<file path="src/rtl/mtrx_pkg.sv">
// Shared opcodes, FSM states and index helpers for the 4x4 transform-matrix accumulator.
package mtrx_pkg;

  localparam logic [1:0] OP_IDENTITY  = 2'd0;
  localparam logic [1:0] OP_TRANSLATE = 2'd1;
  localparam logic [1:0] OP_SCALE     = 2'd2;

  typedef enum logic [1:0] {
    ST_IDLE,
    ST_MAC,
    ST_DONE
  } state_t;

  function automatic logic [31:0] fx_one(input int frac);
    return 32'd1 << frac;
  endfunction

  // Element slot of (r,c) on the row-major bus; (0,0) lands in the MSBs.
  function automatic int pidx(input int r, input int c);
    return 15 - (4 * r + c);
  endfunction

endpackage

</file>
<file path="src/rtl/fx_shift_sat.sv">
// Arithmetic right shift by FRAC of a wide accumulator, then clamp to a signed WIDTH-bit result.
module fx_shift_sat #(
  parameter int WIDTH = 21,
  parameter int FRAC  = 10
) (
  input  logic signed [2*WIDTH+1:0] acc,
  output logic signed [WIDTH-1:0]   val,
  output logic                      sat
);

  localparam int AW = 2 * WIDTH + 2;
  localparam logic signed [AW-1:0] MAX_V = {{(AW-WIDTH+1){1'b0}}, {(WIDTH-1){1'b1}}};
  localparam logic signed [AW-1:0] MIN_V = {{(AW-WIDTH+1){1'b1}}, {(WIDTH-1){1'b0}}};

  logic signed [AW-1:0] shifted;

  always_comb begin
    shifted = acc >>> FRAC;
    sat     = 1'b0;
    val     = shifted[WIDTH-1:0];
    if (shifted > MAX_V) begin
      val = MAX_V[WIDTH-1:0];
      sat = 1'b1;
    end else if (shifted < MIN_V) begin
      val = MIN_V[WIDTH-1:0];
      sat = 1'b1;
    end
  end

endmodule

</file>
<file path="src/rtl/mtrx_accum.sv">
// Fixed-point 4x4 model-matrix accumulator: post-multiplies by identity/translate/scale
// elementary matrices through one shared multiply-accumulate path.
//
// state   | meaning
// IDLE    | waiting for a command, cmd_ready high
// MAC     | 12 multiply steps, row = step/3, column = step%3
// DONE    | publish pulse visible, return to IDLE next cycle
module mtrx_accum
  import mtrx_pkg::*;
#(
  parameter int WIDTH = 21,
  parameter int FRAC  = 10
) (
  input  logic                    clk,
  input  logic                    rst_n,
  input  logic                    cmd_valid,
  output logic                    cmd_ready,
  input  logic [1:0]              cmd_op,
  input  logic signed [WIDTH-1:0] cmd_x,
  input  logic signed [WIDTH-1:0] cmd_y,
  input  logic signed [WIDTH-1:0] cmd_z,
  output logic [16*WIDTH-1:0]     mtrx_out,
  output logic                    mtrx_valid,
  output logic                    ovf,
  output logic                    busy
);

  localparam int AW = 2 * WIDTH + 2;
  localparam logic [31:0] ONE32 = fx_one(FRAC);
  localparam logic signed [WIDTH-1:0] ONE = ONE32[WIDTH-1:0];

  state_t                  state;
  logic [1:0]              op_q, row, col;
  logic signed [WIDTH-1:0] x_q, y_q, z_q;
  logic signed [WIDTH-1:0] w     [16];
  logic signed [WIDTH-1:0] w_nxt [16];
  logic signed [WIDTH-1:0] opnd, w_sel, w_r3, sat_val;
  logic signed [2*WIDTH-1:0] a_ext, b_ext, prod;
  logic signed [AW-1:0]    acc, sum, prod_ext;
  logic                    sat_hit, step_write, step_sat, sticky, accept, last_step;
  logic [3:0]              idx;
  logic [16*WIDTH-1:0]     w_pack, id_pack;

  assign accept     = cmd_valid && cmd_ready;
  assign busy       = ~cmd_ready;
  assign idx        = {row, 2'b00} | {2'b00, col};
  assign last_step  = (row == 2'd3) && (col == 2'd2);
  assign step_write = (state == ST_MAC) && ((op_q == OP_SCALE) || (col == 2'd2));
  assign step_sat   = step_write && sat_hit;

  always_comb begin
    case (col)
      2'd0:    opnd = x_q;
      2'd1:    opnd = y_q;
      default: opnd = z_q;
    endcase
    w_sel    = w[idx];
    w_r3     = w[{row, 2'b11}];
    a_ext    = {{WIDTH{w_sel[WIDTH-1]}}, w_sel};
    b_ext    = {{WIDTH{opnd[WIDTH-1]}}, opnd};
    prod     = a_ext * b_ext;
    prod_ext = {{2{prod[2*WIDTH-1]}}, prod};
    // Translate seeds the row sum with W[r][3]*ONE so column 3 ends up as the full dot product.
    if (op_q == OP_SCALE)
      sum = prod_ext;
    else if (col == 2'd0)
      sum = ({{(AW-WIDTH){w_r3[WIDTH-1]}}, w_r3} << FRAC) + prod_ext;
    else
      sum = acc + prod_ext;
  end

  fx_shift_sat #(.WIDTH(WIDTH), .FRAC(FRAC)) u_shift_sat (
    .acc (sum),
    .val (sat_val),
    .sat (sat_hit)
  );

  always_comb begin
    for (int k = 0; k < 16; k++) w_nxt[k] = w[k];
    if (accept && (cmd_op == OP_IDENTITY)) begin
      for (int k = 0; k < 16; k++) w_nxt[k] = (k % 5 == 0) ? ONE : '0;
    end else if (step_write) begin
      if (op_q == OP_SCALE) w_nxt[idx] = sat_val;
      else                  w_nxt[{row, 2'b11}] = sat_val;
    end
  end

  for (genvar gr = 0; gr < 4; gr++) begin : g_row
    for (genvar gc = 0; gc < 4; gc++) begin : g_col
      assign w_pack[pidx(gr, gc)*WIDTH +: WIDTH]  = w_nxt[gr*4+gc];
      assign id_pack[pidx(gr, gc)*WIDTH +: WIDTH] = (gr == gc) ? ONE : '0;
    end
  end

  // Outputs are loaded from w_nxt on entry to DONE so the pulse lines up with the DONE cycle.
  always_ff @(posedge clk or negedge rst_n) begin
    if (!rst_n) begin
      state      <= ST_IDLE;
      cmd_ready  <= 1'b1;
      mtrx_valid <= 1'b0;
      ovf        <= 1'b0;
      sticky     <= 1'b0;
      op_q       <= OP_IDENTITY;
      x_q        <= '0;
      y_q        <= '0;
      z_q        <= '0;
      row        <= '0;
      col        <= '0;
      acc        <= '0;
      mtrx_out   <= id_pack;
      for (int k = 0; k < 16; k++) w[k] <= (k % 5 == 0) ? ONE : '0;
    end else begin
      for (int k = 0; k < 16; k++) w[k] <= w_nxt[k];
      case (state)
        ST_IDLE: begin
          if (accept) begin
            op_q      <= cmd_op;
            x_q       <= cmd_x;
            y_q       <= cmd_y;
            z_q       <= cmd_z;
            row       <= '0;
            col       <= '0;
            cmd_ready <= 1'b0;
            if ((cmd_op == OP_TRANSLATE) || (cmd_op == OP_SCALE)) begin
              state <= ST_MAC;
            end else begin
              state      <= ST_DONE;
              mtrx_out   <= w_pack;
              mtrx_valid <= 1'b1;
              ovf        <= 1'b0;
              sticky     <= 1'b0;
            end
          end
        end
        ST_MAC: begin
          acc <= sum;
          if (last_step) begin
            state      <= ST_DONE;
            mtrx_out   <= w_pack;
            mtrx_valid <= 1'b1;
            ovf        <= sticky | step_sat;
            sticky     <= 1'b0;
          end else begin
            sticky <= sticky | step_sat;
            if (col == 2'd2) begin
              col <= '0;
              row <= row + 2'd1;
            end else begin
              col <= col + 2'd1;
            end
          end
        end
        ST_DONE: begin
          mtrx_valid <= 1'b0;
          ovf        <= 1'b0;
          cmd_ready  <= 1'b1;
          state      <= ST_IDLE;
        end
        default: begin
          state     <= ST_IDLE;
          cmd_ready <= 1'b1;
        end
      endcase
    end
  end

endmodule

</file>
<file path="config.mk">
export PLATFORM = sky130hd
export DESIGN_NAME = mtrx_accum
export DESIGN_NICKNAME = d
export VERILOG_FILES = /design/src/rtl/mtrx_pkg.sv /design/src/rtl/fx_shift_sat.sv /design/src/rtl/mtrx_accum.sv
export SDC_FILE = /design/constraint.sdc
export NUM_CORES = 2
export LEC_CHECK = 0
export BUFFER_PORTS_ARGS = -buffer_cell sky130_fd_sc_hd__buf_4
export CAP_MARGIN = 20
export CORE_MARGIN = 2
export CORE_UTILIZATION = 45
export DETAILED_ROUTE_END_ITERATION = 7
export PLACE_DENSITY = 0.65
export SYNTH_ARGS = -nofsm -noshare
export SYNTH_HDL_FRONTEND = slang
export SYNTH_SLANG_ARGS = --single-unit
</file>
<file path="constraint.sdc">
create_clock -name clk -period 14 [get_ports clk]
set_input_delay 1.4 -clock clk [delete_from_list [all_inputs] [get_ports clk]]
set_output_delay 1.4 -clock clk [all_outputs]
set_load 0.05 [all_outputs]
</file>
==> results <==
- The min-delay analysis places its worst path in the category reg -> reg.
- Before antenna repair, the detailed router went through 6 iterations.
- Dividing the final minimum period by the clock period gives ~95%.
- Setup violations remaining at the end of the flow were counted as 0.
- The die is approximately 360 um tall.
- The number of nets in the synthesized netlist is between 6k and 7k.
- In the final routed layout, each cell accounts on average for 26.4 um.
- The commonest cells after synthesis are nand2_1 (811), dfrtp_1 (782), inv_1 (546), o21ai_0 (498), fa_1 (461).
- The gate family responsible for the most delay along the worst path is adder cells.
- The wire length of the first global-routing pass is approximately 310000 um.
- The congestion estimate from routability-driven global placement came to roughly 0.99.
- In this run the remaining antenna-violating nets after routing total 0.
- The clock skew is slightly above 0.05 ns.
- The worst setup path is captured at a flop.
- In this run, post-CTS hold repair placed 0 buffers.
- Entering global routing, the biggest net connects between 150 and 200 pins.
- The layout-stage area growth over the synthesis result is 15.8%.
- The clock tree buffer depth is 3.
- For the pin with the worst max-slew slack, the measured transition is 1.16 ns.
- During placement, the flow inserted port buffers numbering around 400.
- nand2_1 is the most common cell in the netlist.
- The placed instances occupy a cell area of 61200 sq um.
- The number of core rows is around 130.
- The die outline width is 355 um.
- The timing startpoint of the critical path is col[1]$_DFFE_PN0P_.
- Among all flip-flop cells after synthesis, the most frequent one is dfrtp_1.
- The delay of the slowest cell on the worst path is 0.73 ns.
- The routed design has 207000 um of wire.
- The post-layout minimum cycle time is 13.35 ns.
- The global-route track usage on met2 is ~49%.
- The startpoint type of the worst setup path is a flop.
- TritonCTS built the clock tree.
- The half-perimeter wire length after placement is 160000 um.
- The number of antenna violations at the first check in global routing is 9.
- The number of DRC markers in iteration 0 is around 5.5k.
- The category of the most critical setup path is reg -> reg.
- The number of nets in the finished design is ~7k.
- Setup repair after global routing left no endpoint under its margin.
- A synthesized cell averages between 9 and 10 sq um.
- The number of buffers added by the clock tree synthesis step is 87.
- The top cell type by area accounts for a little over a third of the synthesized area.
- In this run the standard cell core region covers roughly 120000 sq um.
- The data arrival time of the critical path is roughly 14 ns.
- The mean number of vias per cell is 6.01.
- For this configuration, the core starts out at a cell density of 45.5%.
- The post-route cell area is 64300 sq um.
- Counting flops with an async set or reset pin after synthesis yields a share of 100%.
- The number of global-route vias before repair is 46.5k.
- The number of max-cap violations is 0.
- Of all cell types, the one taking the most synthesized area is dfrtp_1.
- The worst path required time is roughly 15 ns.
- Clock-pin slew was measured on the worst setup and hold paths at ~0.07 ns.
- In this run, distinct cell masters in the synthesized netlist total around 90.
- The hold violation count in the final report came to 0.
- The DRC violations left is 0.
- The run finished with clean final reports.
- The startpoint identified for the worst hold timing path is mtrx_out[63]$_DFFE_PN0P_.
- During I/O placement, the number of pins put on the boundary was 408.
- The number of buffer and inverter stages on the critical path is 9.
- The count of H-tree levels built during CTS is 3.
- The global routing usage on met1 is about 45%.
- Among all stages on the critical path, the largest delay is contributed by fa_1.
- The Yosys step of the flow raised 0 warnings.
- Derived from the worst setup path, the maximum achievable clock frequency is 74.9 MHz.
- The number of synthesized flops with an enable pin is 0.
- The total overflow left after global routing is 0.
- In the global route stage, met3 resource usage came out at around 8%.
- The via count of the routed design is between 40k and 50k.
- Measured against its own limit, the worst slew margin works out to between 20% and 30%.
- By instance count, the cell type seen most on the critical path is fa_1.
- The global routing stage identified its most utilized layer as met2.
- Yosys attributes the largest share of cell area to dfrtp_1 (35%), fa_1 (17%), nand2_1 (5.5%), o21ai_0 (4.5%), ha_1 (4.4%).
- Sequential elements use 35.7% of the synthesized area.
- The fraction of layout instances using a drive strength above 1 is between 15 and 20%.
- In the synthesized netlist, the number of instances is 5811.
- The die covers between 100000 and 150000 sq um.
- The clock reaches the later pin of the worst-skew pair after between 0.7 and 0.8 ns.
- The number of clock sinks seen by CTS is 791.
- The cell at the root of the clock tree is clkbuf_16.
- Global routing consumed, over all layers together, between 30% and 40% of the routing resources.
- In this run the critical register-to-register path is launched from col[1]$_DFFE_PN0P_.
- The cell area that synthesis handed to floorplanning was 55500 sq um.
- In this run, synthesis produced a sequential element count of between 700 and 800.
- Along the worst path, the maximum fanout reaches 30.
- The final sum of negative setup slack is 0 ns.
- The number of max-slew violations in the final report came to 0.
==> routing by layer <==
layer	share of wire (%)	wire [um]
met4	4.4	9180
met2	44	91500
met5	0.023	48
met3	11	22200
met1	41	83900
==> final timing paths <==
| kind | to | slack, ns | cells past startpoint |
|---|---|---|---|
| max in group asynchronous | acc[7]$_DFFE_PN0P_ | 9.98 | 4 |
| hold / removal | mtrx_out[63]$_DFFE_PN0P_ | 0.47 | 2 |
| setup reg to reg | mtrx_out[28]$_DFFE_PN0P_ | 0.65 | 41 |
| min in group asynchronous | mtrx_out[32]$_DFFE_PN0P_ | 0.70 | 1 |
| setup / recovery | mtrx_out[28]$_DFFE_PN0P_ | 0.65 | 41 |
| hold reg to reg | mtrx_out[63]$_DFFE_PN0P_ | 0.47 | 2 |
==> cells in the final DEF, fill, tap and decap left out, types with 28 or more instances in the layout <==
master,n
nor2_1,384
mux2i_1,77
o221ai_1,53
inv_1,546
clkbuf_16,87
nor3_1,29
a211oi_1,29
nand2_1,809
a21o_1,49
dfrtp_1,778
nand3_1,135
xor2_1,36
mux4_2,71
nand2b_1,36
buf_4,614
a21oi_1,381
or3_1,31
mux2_2,133
a221oi_1,33
o21ai_0,491
a22o_1,56
nor2b_1,74
and2_1,46
o21a_1,39
fa_1,461
ha_1,194
a22oi_1,28
xnor2_1,63
==> flip-flops by register name, indices dropped and copies added (netlist names) <==
name and count:
mtrx_out 336, w 336, acc 44, x_q 21, y_q 21, z_q 21
col 2, op_q 2, row 2, state 2, cmd_ready 1, mtrx_valid 1
ovf 1, sticky 1
==> per-stage QoR <==
| stage | util [%] | setup WS [ns] | hold WS (ns) | std cells |
|---|---|---|---|---|
| 2_1_floorplan | - | 1.36 | 0.449 | 5811 |
| 3_3_place_gp | 50.1 | 0.751 | 0.457 | 7677 |
| 3_5_place_dp | 50.1 | 0.578 | 0.461 | 7678 |
| 4_1_cts | 52.6 | 0.553 | 0.476 | 7840 |
| 5_1_grt | 52.7 | 0.00229 | 0.495 | 7844 |
| 6_report | 52.7 | 0.649 | 0.474 | 7847 |
==> what timing repair did <==
item	4_1_cts	5_1_grt
setup buffers	0	3
setup endpoints to repair	0	37
resized for setup	0	1
==> kinds of logic after synthesis <==
group,synth area share (%)
AO/OA/AOI/OAI,15.4
XOR/XNOR,1.64
adder cells (fa/ha/maj),21.0
buffers and inverters,6.38
flip-flops,35.7
multiplexers,6.97
AND/OR/NAND/NOR,12.9
==> final cells by class <==
cell class | count | area (sq um)
Clock buffer | 119 | 2410
Multi-Input combinational cell | 4086 | 32400
Tap cell | 1625 | 2030
Fill cell | 11179 | 57800
Clock inverter | 43 | 653
Antenna cell | 3 | 7.51
Sequential cell | 791 | 19800
Inverter | 550 | 2060
Timing Repair Buffer | 630 | 4920
==> worst register-to-register path: cells and delay by family, from the launching register on <==
family | cells | cell delay, ns
and+or+nand+nor | 10 | 2.69
buffers and inverters | 9 | 1.10
DFF | 1 | 0.66
AOI/OAI and AO/OA | 12 | 3.99
xor gates and xnor gates | 1 | 0.43
adders and majority gates | 9 | 4.47
Power is not shown: default switching activity piles up to over one toggle a cycle in this logic, so the estimate is an artifact.
